<file path="src/rtl/id_ex_operand_stage.sv">
// id_ex_operand_stage: ID/EX pipeline register for the RV32I core.
// Latches the decoded instruction fields and the forwarding selects chosen in ID.
// In EX it resolves the final ALU operands against the MEM and WB bypass data.
// Stall holds the stage and freezes the resolved operands, so forwarded values
// survive their producers retiring. Flush turns the stage into a bubble.
// Optional build macro ID_EX_STALL_CNT_EN adds the Stall_cycles and Flush_count
// saturating performance counters.
module id_ex_operand_stage #(
  parameter int REG_DATA_WIDTH     = 32,
  parameter int REGFILE_ADDR_WIDTH = 5,
  parameter int CTRL_WIDTH         = 16
) (
  input  logic                          Clk,
  input  logic                          Reset,
  input  logic                          ID_Valid,
  input  logic [REG_DATA_WIDTH-1:0]     ID_PC,
  input  logic [REG_DATA_WIDTH-1:0]     ID_Rs1_data,
  input  logic [REG_DATA_WIDTH-1:0]     ID_Rs2_data,
  input  logic [REG_DATA_WIDTH-1:0]     ID_Imm,
  input  logic [REGFILE_ADDR_WIDTH-1:0] ID_Rs1_addr,
  input  logic [REGFILE_ADDR_WIDTH-1:0] ID_Rs2_addr,
  input  logic [REGFILE_ADDR_WIDTH-1:0] ID_Rd_addr,
  input  logic                          ID_RegFile_wr_en,
  input  logic [CTRL_WIDTH-1:0]         ID_Ctrl,
  input  logic [1:0]                    ForwardA,
  input  logic [1:0]                    ForwardB,
  input  logic [REG_DATA_WIDTH-1:0]     Fwd_EX_data,
  input  logic [REG_DATA_WIDTH-1:0]     Fwd_MEM_data,
  input  logic                          EX_Stall,
  input  logic                          EX_Flush,
  output logic                          EX_Valid,
  output logic [REG_DATA_WIDTH-1:0]     EX_PC,
  output logic [REG_DATA_WIDTH-1:0]     EX_Imm,
  output logic [REG_DATA_WIDTH-1:0]     EX_Op1,
  output logic [REG_DATA_WIDTH-1:0]     EX_Op2,
  output logic [REGFILE_ADDR_WIDTH-1:0] EX_Rs1_addr,
  output logic [REGFILE_ADDR_WIDTH-1:0] EX_Rs2_addr,
  output logic [REGFILE_ADDR_WIDTH-1:0] EX_Rd_addr,
  output logic                          EX_RegFile_wr_en,
  output logic [CTRL_WIDTH-1:0]         EX_Ctrl
`ifdef ID_EX_STALL_CNT_EN
  ,
  output logic [31:0]                   Stall_cycles,
  output logic [31:0]                   Flush_count
`endif
);

  // Forwarding select encoding; 2'b11 is illegal and falls back to the regfile value.
  localparam logic [1:0] SEL_EX_HAZARD  = 2'b10;
  localparam logic [1:0] SEL_MEM_HAZARD = 2'b01;

  logic [REG_DATA_WIDTH-1:0] op1_q;
  logic [REG_DATA_WIDTH-1:0] op2_q;
  logic [1:0]                sel_a_q;
  logic [1:0]                sel_b_q;
  logic [REG_DATA_WIDTH-1:0] op1_res;
  logic [REG_DATA_WIDTH-1:0] op2_res;

  // Resolve operand 1: pick bypass or raw/frozen value, x0 always reads as zero.
  always_comb begin
    op1_res = op1_q;
    case (sel_a_q)
      SEL_EX_HAZARD:  op1_res = Fwd_EX_data;
      SEL_MEM_HAZARD: op1_res = Fwd_MEM_data;
      default:        op1_res = op1_q;
    endcase
    if (EX_Rs1_addr == '0) op1_res = '0;
  end

  // Resolve operand 2 the same way; this value is also the store data.
  always_comb begin
    op2_res = op2_q;
    case (sel_b_q)
      SEL_EX_HAZARD:  op2_res = Fwd_EX_data;
      SEL_MEM_HAZARD: op2_res = Fwd_MEM_data;
      default:        op2_res = op2_q;
    endcase
    if (EX_Rs2_addr == '0) op2_res = '0;
  end

  assign EX_Op1 = op1_res;
  assign EX_Op2 = op2_res;

  // Stage register: flush beats stall beats capture; stall freezes resolved operands.
  always_ff @(posedge Clk or posedge Reset) begin
    if (Reset) begin
      EX_Valid         <= 1'b0;
      EX_PC            <= '0;
      EX_Imm           <= '0;
      op1_q            <= '0;
      op2_q            <= '0;
      sel_a_q          <= 2'b00;
      sel_b_q          <= 2'b00;
      EX_Rs1_addr      <= '0;
      EX_Rs2_addr      <= '0;
      EX_Rd_addr       <= '0;
      EX_RegFile_wr_en <= 1'b0;
      EX_Ctrl          <= '0;
    end else if (EX_Flush) begin
      EX_Valid         <= 1'b0;
      EX_RegFile_wr_en <= 1'b0;
      EX_Ctrl          <= '0;
      sel_a_q          <= 2'b00;
      sel_b_q          <= 2'b00;
    end else if (EX_Stall) begin
      op1_q   <= op1_res;
      op2_q   <= op2_res;
      sel_a_q <= 2'b00;
      sel_b_q <= 2'b00;
    end else begin
      EX_Valid         <= ID_Valid;
      EX_PC            <= ID_PC;
      EX_Imm           <= ID_Imm;
      op1_q            <= ID_Rs1_data;
      op2_q            <= ID_Rs2_data;
      sel_a_q          <= ForwardA;
      sel_b_q          <= ForwardB;
      EX_Rs1_addr      <= ID_Rs1_addr;
      EX_Rs2_addr      <= ID_Rs2_addr;
      EX_Rd_addr       <= ID_Rd_addr;
      EX_RegFile_wr_en <= ID_RegFile_wr_en & ID_Valid;
      EX_Ctrl          <= ID_Ctrl;
    end
  end

`ifdef ID_EX_STALL_CNT_EN
  // Saturating counters of stalled edges (flush excluded) and flushed edges.
  always_ff @(posedge Clk or posedge Reset) begin
    if (Reset) begin
      Stall_cycles <= '0;
      Flush_count  <= '0;
    end else begin
      if (EX_Stall && !EX_Flush && (Stall_cycles != 32'hFFFF_FFFF))
        Stall_cycles <= Stall_cycles + 32'd1;
      if (EX_Flush && (Flush_count != 32'hFFFF_FFFF))
        Flush_count <= Flush_count + 32'd1;
    end
  end
`endif

endmodule

</file>
<file path="config.mk">
export PLATFORM = sky130hd
export DESIGN_NAME = id_ex_operand_stage
export DESIGN_NICKNAME = d
export VERILOG_FILES = /design/src/rtl/id_ex_operand_stage.sv
export SDC_FILE = /design/constraint.sdc
export NUM_CORES = 1
export LEC_CHECK = 0
export ABC_AREA = 1
export BUFFER_PORTS_ARGS = -buffer_cell sky130_fd_sc_hd__buf_4
export CORE_AREA = 3 3 151 153
export CTS_BUF_LIST = sky130_fd_sc_hd__clkbuf_16
export CTS_CLUSTER_DIAMETER = 200
export DETAILED_ROUTE_END_ITERATION = 7
export DIE_AREA = 0 0 154 156
export PLACE_DENSITY = 0.67
export SLEW_MARGIN = 20
export SYNTH_ARGS = -nofsm -noshare
export SYNTH_HDL_FRONTEND = slang
export SYNTH_SLANG_ARGS = --single-unit
</file>
<file path="constraint.sdc">
create_clock -name Clk -period 11.4 [get_ports Clk]
set_input_delay 1.14 -clock Clk [delete_from_list [all_inputs] [get_ports Clk]]
set_output_delay 1.14 -clock Clk [all_outputs]
set_load 0.03 [all_outputs]
</file>
* Word-level counts from Yosys, hierarchy flattened
Index checks and enable logic that the tools add are counted.
Storage, ports and cells: latch bits 0, bits in writable memories 0, ROM bits 0, register bits after elaboration 165, memories 0, logic and storage cells 39, output and inout bits 161
Operators by class: $add $sub $neg 0, equality and inequality tests 5, shift operators 0, multiply operators 0, $lt $le $gt $ge 0, bitwise operators 3, mux-type cells 16, reductions and logical operators 3, div/mod/pow operators 0
Operators with widths (number):
- two-way mux 32 bit | 4
- one-hot mux 32 bit (2 select lines) | 2
- two-way mux 16 bit | 2
- zero test 5 bit | 2
- two-way mux 2 bit | 4
- == test 2 x 1 -> 1 bit (second input constant) | 2
- == test 2 bit (second input constant) | 2
- two-way mux 1 bit | 4
- inequality test 2 x 1 -> 1 bit (second input constant) | 1
- inverter 1 bit | 2
- AND reduction 2 bit | 1
- AND 1 bit | 1

* Depth between registers and ports, before layout
depth after elaboration 4, gate-level depth with buffers 9

* Least setup slack after synthesis
No wires, ideal clock.
kind input to output, start point input Fwd_EX_data[10], end point output EX_Op2[10], path buffers 0, path slack 8.481 ns, data arrival time 1.779 ns, stages 4, cell sequence nand2_1 nand2_1 nand2_1 a21oi_1
On the way: word-level cells in the longest chain between the ends 2
RTL lines:
- start: declaration | line 27 | input logic [REG_DATA_WIDTH-1:0] Fwd_EX_data,
- one-hot mux 32 bit (2 select lines) | line 73 | case (sel_b_q)
- two-way mux 32 bit | line 78 | if (EX_Rs2_addr == '0) op2_res = '0;
- end: declaration | line 35 | output logic [REG_DATA_WIDTH-1:0] EX_Op2,
Every way passes these cells.

* Worst setup path after layout
start point register sel_b_q[0], end point output EX_Op2[10]
On the way: word-level cells in the longest chain between the ends 3, elaborated cells between the ends (all ways) 4
RTL lines:
- start: declaration | line 55 | logic [1:0] sel_b_q;
- start signal: assignment | line 117 | sel_b_q <= ForwardB;
- == test 2 x 1 -> 1 bit or == test 2 bit (tied branches) | line 73
- one-hot mux 32 bit (2 select lines) * | line 73
- two-way mux 32 bit * | line 78
Every way passes the cells marked *; elsewhere a longest branch is shown, timed or not.

==> results.md <==
* Router iterations before antenna repair at 6
* Drt total wl at 31700 um
* Row count at 54
* Clk sinks at 165
* Post-synth EDFFs at 0
* Slew at the pin closest to its max-slew limit at 1.13 ns
* RSZ-0062 raised after global routing: false
* Hold_ws at 0.478 ns
* Setup violations, final at 0
* Area occupied by multi-input gates at 0.00397 mm^2
* Post-synthesis register bit count at 165
* Sequential cell area at 0.00413 mm^2
* Core region area at 0.0217 mm^2
* Via count at 9158
* Synth-to-Final Area Change at 41.6%
* Int Pwr at 1160 uW
* Port Buf Inserts at 393
* Die Wd at 154 um
* Setup TNS at 0 ns
* Comb power frac at 30.9%
* First-pass GRT wire length at 48200 um
* Clock Skew at 0.0139 ns
* Share of the clock period used by the worst path at 40.3%
* Drt drc at 0
* Worst hold endpoint: EX_Imm[20]$_DFFE_PP0P_
* Root buffer cell: clkbuf_16
* Hold path startpoint: EX_Imm[20]$_DFFE_PP0P_
* Critical path type: register to output pin
* Clk slew on worst S/H paths at 0.07 ns
* Share of post-route cells with drive strength above 1 at 28.9%
* Ports at 394
* Peak supply drop at 0.0936 mV
* R2R setup slack at 8.39 ns
* Warnings, synthesis at 0
* Post-Syn Area per Cell at 7.31 um^2
* Max H-tree Level at 4
* Critical path's largest stage delay at 1.07 ns
* Hold Path Class: register to register
* CP Cell Sequence: inv_1 -> ha_2 -> clkinv_1 -> nand2_1 -> a21oi_1 -> buf_4
* Commonest non-fill, non-tap cells in the layout: 683 x nand2_1, 404 x buf_4, 165 x dfrtp_1
* Sequential share of power at 38.0%
* Starting DRT DRC Count at 591
* Status: complete, no violations
* Post-layout util at 55.9%
* Post-synthesis cell area at 0.00857 mm^2
* GRT Util Overall at 25.3%
* Worst reg2reg endpoint: op2_q[10]$_DFFE_PP0N_
* Worst Path Arrival at 3.45 ns
* Slew headroom at 24.3%
* Syn_nets at 1409
* Fraction of power spent switching nets at 36.7%
* Detailed-route wire length per cell at 17.5 um
* GP Congestion at 0.862
* Yosys cell types at 16
* Post-synth top flop: dfrtp_1
* Minimum clock period at 4.59 ns
* Initial antenna violation count at 2
* Vias per inst at 5.06
* Post-route ant nets at 0
* Die footprint at 0.0240 mm^2
* Cts repair resizes at 0
* Die Span Y at 156 um
* Vias in the first global route at 8674
* FILL cells at 2094
* Grt total ovfl at 0
* Commonest non-fill, non-tap cell in the layout: nand2_1
* Post-synthesis async set-or-reset flop share at 100%
* Worst R2R Start: sel_b_q[0]$_DFF_PP0_
* Number of post-CTS setup repair buffers at 0
* Starting density of the core at 39.5%
* Crit. End Element: output pin
* Fin nets at 1752
* Post-synthesis sequential area ratio at 48.2%
* Hold-fix buffers, CTS at 0
* Synth Instances at 1172
* Req. time, crit path at 10.26 ns
* PwrDens at 151 mW/mm^2
* Crit start category: register
* Post-DP HPWL at 22300 um
* Clock power share at 31.2%
* Largest fanout on the critical path at 33
* Worst Hold Path Cells at 2
* TritonCTS clock tree: built
* FF-to-FF path depth at 7
* Highest-delay cell along the critical path: clkinv_1
* Power consumption at 1830 uW
* Slew Limit Fails at 0
* Max clock buf depth at 2
* Clock latency on the worst-skew pair at 0.43 ns
* Largest net degree at the start of global routing at 106
* Switch Pwr at 671 uW
* Cts bufs inserted at 17
* FMAX at 0.218 GHz
* Final hold vios at 0
* P_leak at 0.00688 uW
* Max-cap violations at 0
[power by group through the flow]
stage / combinational (uW) / clock, uW / sequential, uW
2_1_floorplan: 253 / 0 / 776
3_3_place_gp: 563 / 0 / 703
3_5_place_dp: 569 / 0 / 703
4_1_cts: 568 / 581 / 695
5_1_grt: 611 / 611 / 704
6_report: 565 / 570 / 695
[cells in the mapped netlist (2+ instances only)]
library cell    n  share of area, %
nand3_1        66               3.9
nand2_1       683                30
a22oi_1        64               5.6
nor2_1          7              0.31
a22o_1         17               1.7
inv_1          14              0.61
clkbuf_1       18              0.79
ha_1            4              0.58
a21oi_1        64               3.7
dfrtp_1       165                48
buf_2          48               2.8
o21ai_0         4              0.23
nor2_4          2              0.26
buf_4          14               1.2
[state kept, by name, indices dropped and copies added (netlist names)]
signal / cells
EX_RegFile_wr_en: 1
EX_Rs1_addr: 5
op2_q: 32
EX_Rd_addr: 5
EX_Rs2_addr: 5
sel_a_q: 2
EX_Valid: 1
op1_q: 32
EX_PC: 32
sel_b_q: 2
EX_Imm: 32
EX_Ctrl: 16
[worst max-delay path: cells and delay by family (launching register included)]
family                   cells  cell delay (ns)
buffers and inverters        3             1.33
adder cells (fa/ha/maj)      1             0.78
AND/OR/NAND/NOR              1             0.42
flip-flops                   1             0.36
AO/OA/AOI/OAI                1             0.13
[final cells by class]
| class | instances | area share (%) |
|---|---|---|
| Sequential cell | 165 | 34.0 |
| Multi-Input combinational cell | 912 | 32.7 |
| Timing Repair Buffer | 404 | 25.0 |
| Clock buffer | 17 | 3.51 |
| Tap cell | 280 | 2.89 |
| Clock inverter | 15 | 1.30 |
| Inverter | 15 | 0.505 |
| Antenna cell | 1 | 0.0206 |
[logic make-up after synthesis]
logic type      after synthesis  share of synthesized area, %
compound gates              149                          11.3
simple gates                759                          34.4
buf+inv                      95                          5.48
fa+ha+maj                     4                         0.584
flops                       165                          48.2
[per-layer routing]
| layer | routed length (um) | GRT usage, % |
|---|---|---|
| met1 | 12600 | 32.7 |
| met5 | 13 | 0 |
| met3 | 2980 | 7.74 |
| met2 | 15200 | 40.9 |
| met4 | 869 | 8.28 |
[how the worst max path moves through the flow]
stage	startpoint	to	depth (start not counted)
after global routing	sel_b_q[1]$_DFF_PP0_	EX_Op2[23]	5
final	sel_b_q[0]$_DFF_PP0_	EX_Op2[10]	6
after global placement	sel_b_q[0]$_DFF_PP0_	EX_Op2[10]	6
after detailed placement	EX_Flush	EX_Rd_addr[2]$_DFFE_PP0P_	8
after CTS	sel_b_q[1]$_DFF_PP0_	EX_Op2[10]	5
after floorplan	Reset	EX_Ctrl[0]$_DFFE_PP0P_	1
[per-stage QoR]
step	instances	setup slack [ns]	cell area [um^2]
4_1_cts	1808	7.26	12100
2_1_floorplan	1172	5.80	8570
3_3_place_gp	1776	7.25	11500
5_1_grt	1809	6.66	12100
6_report	1809	6.81	12100
3_5_place_dp	1776	7.32	11500
No activity file was read; power rests on OpenSTA's default activity.
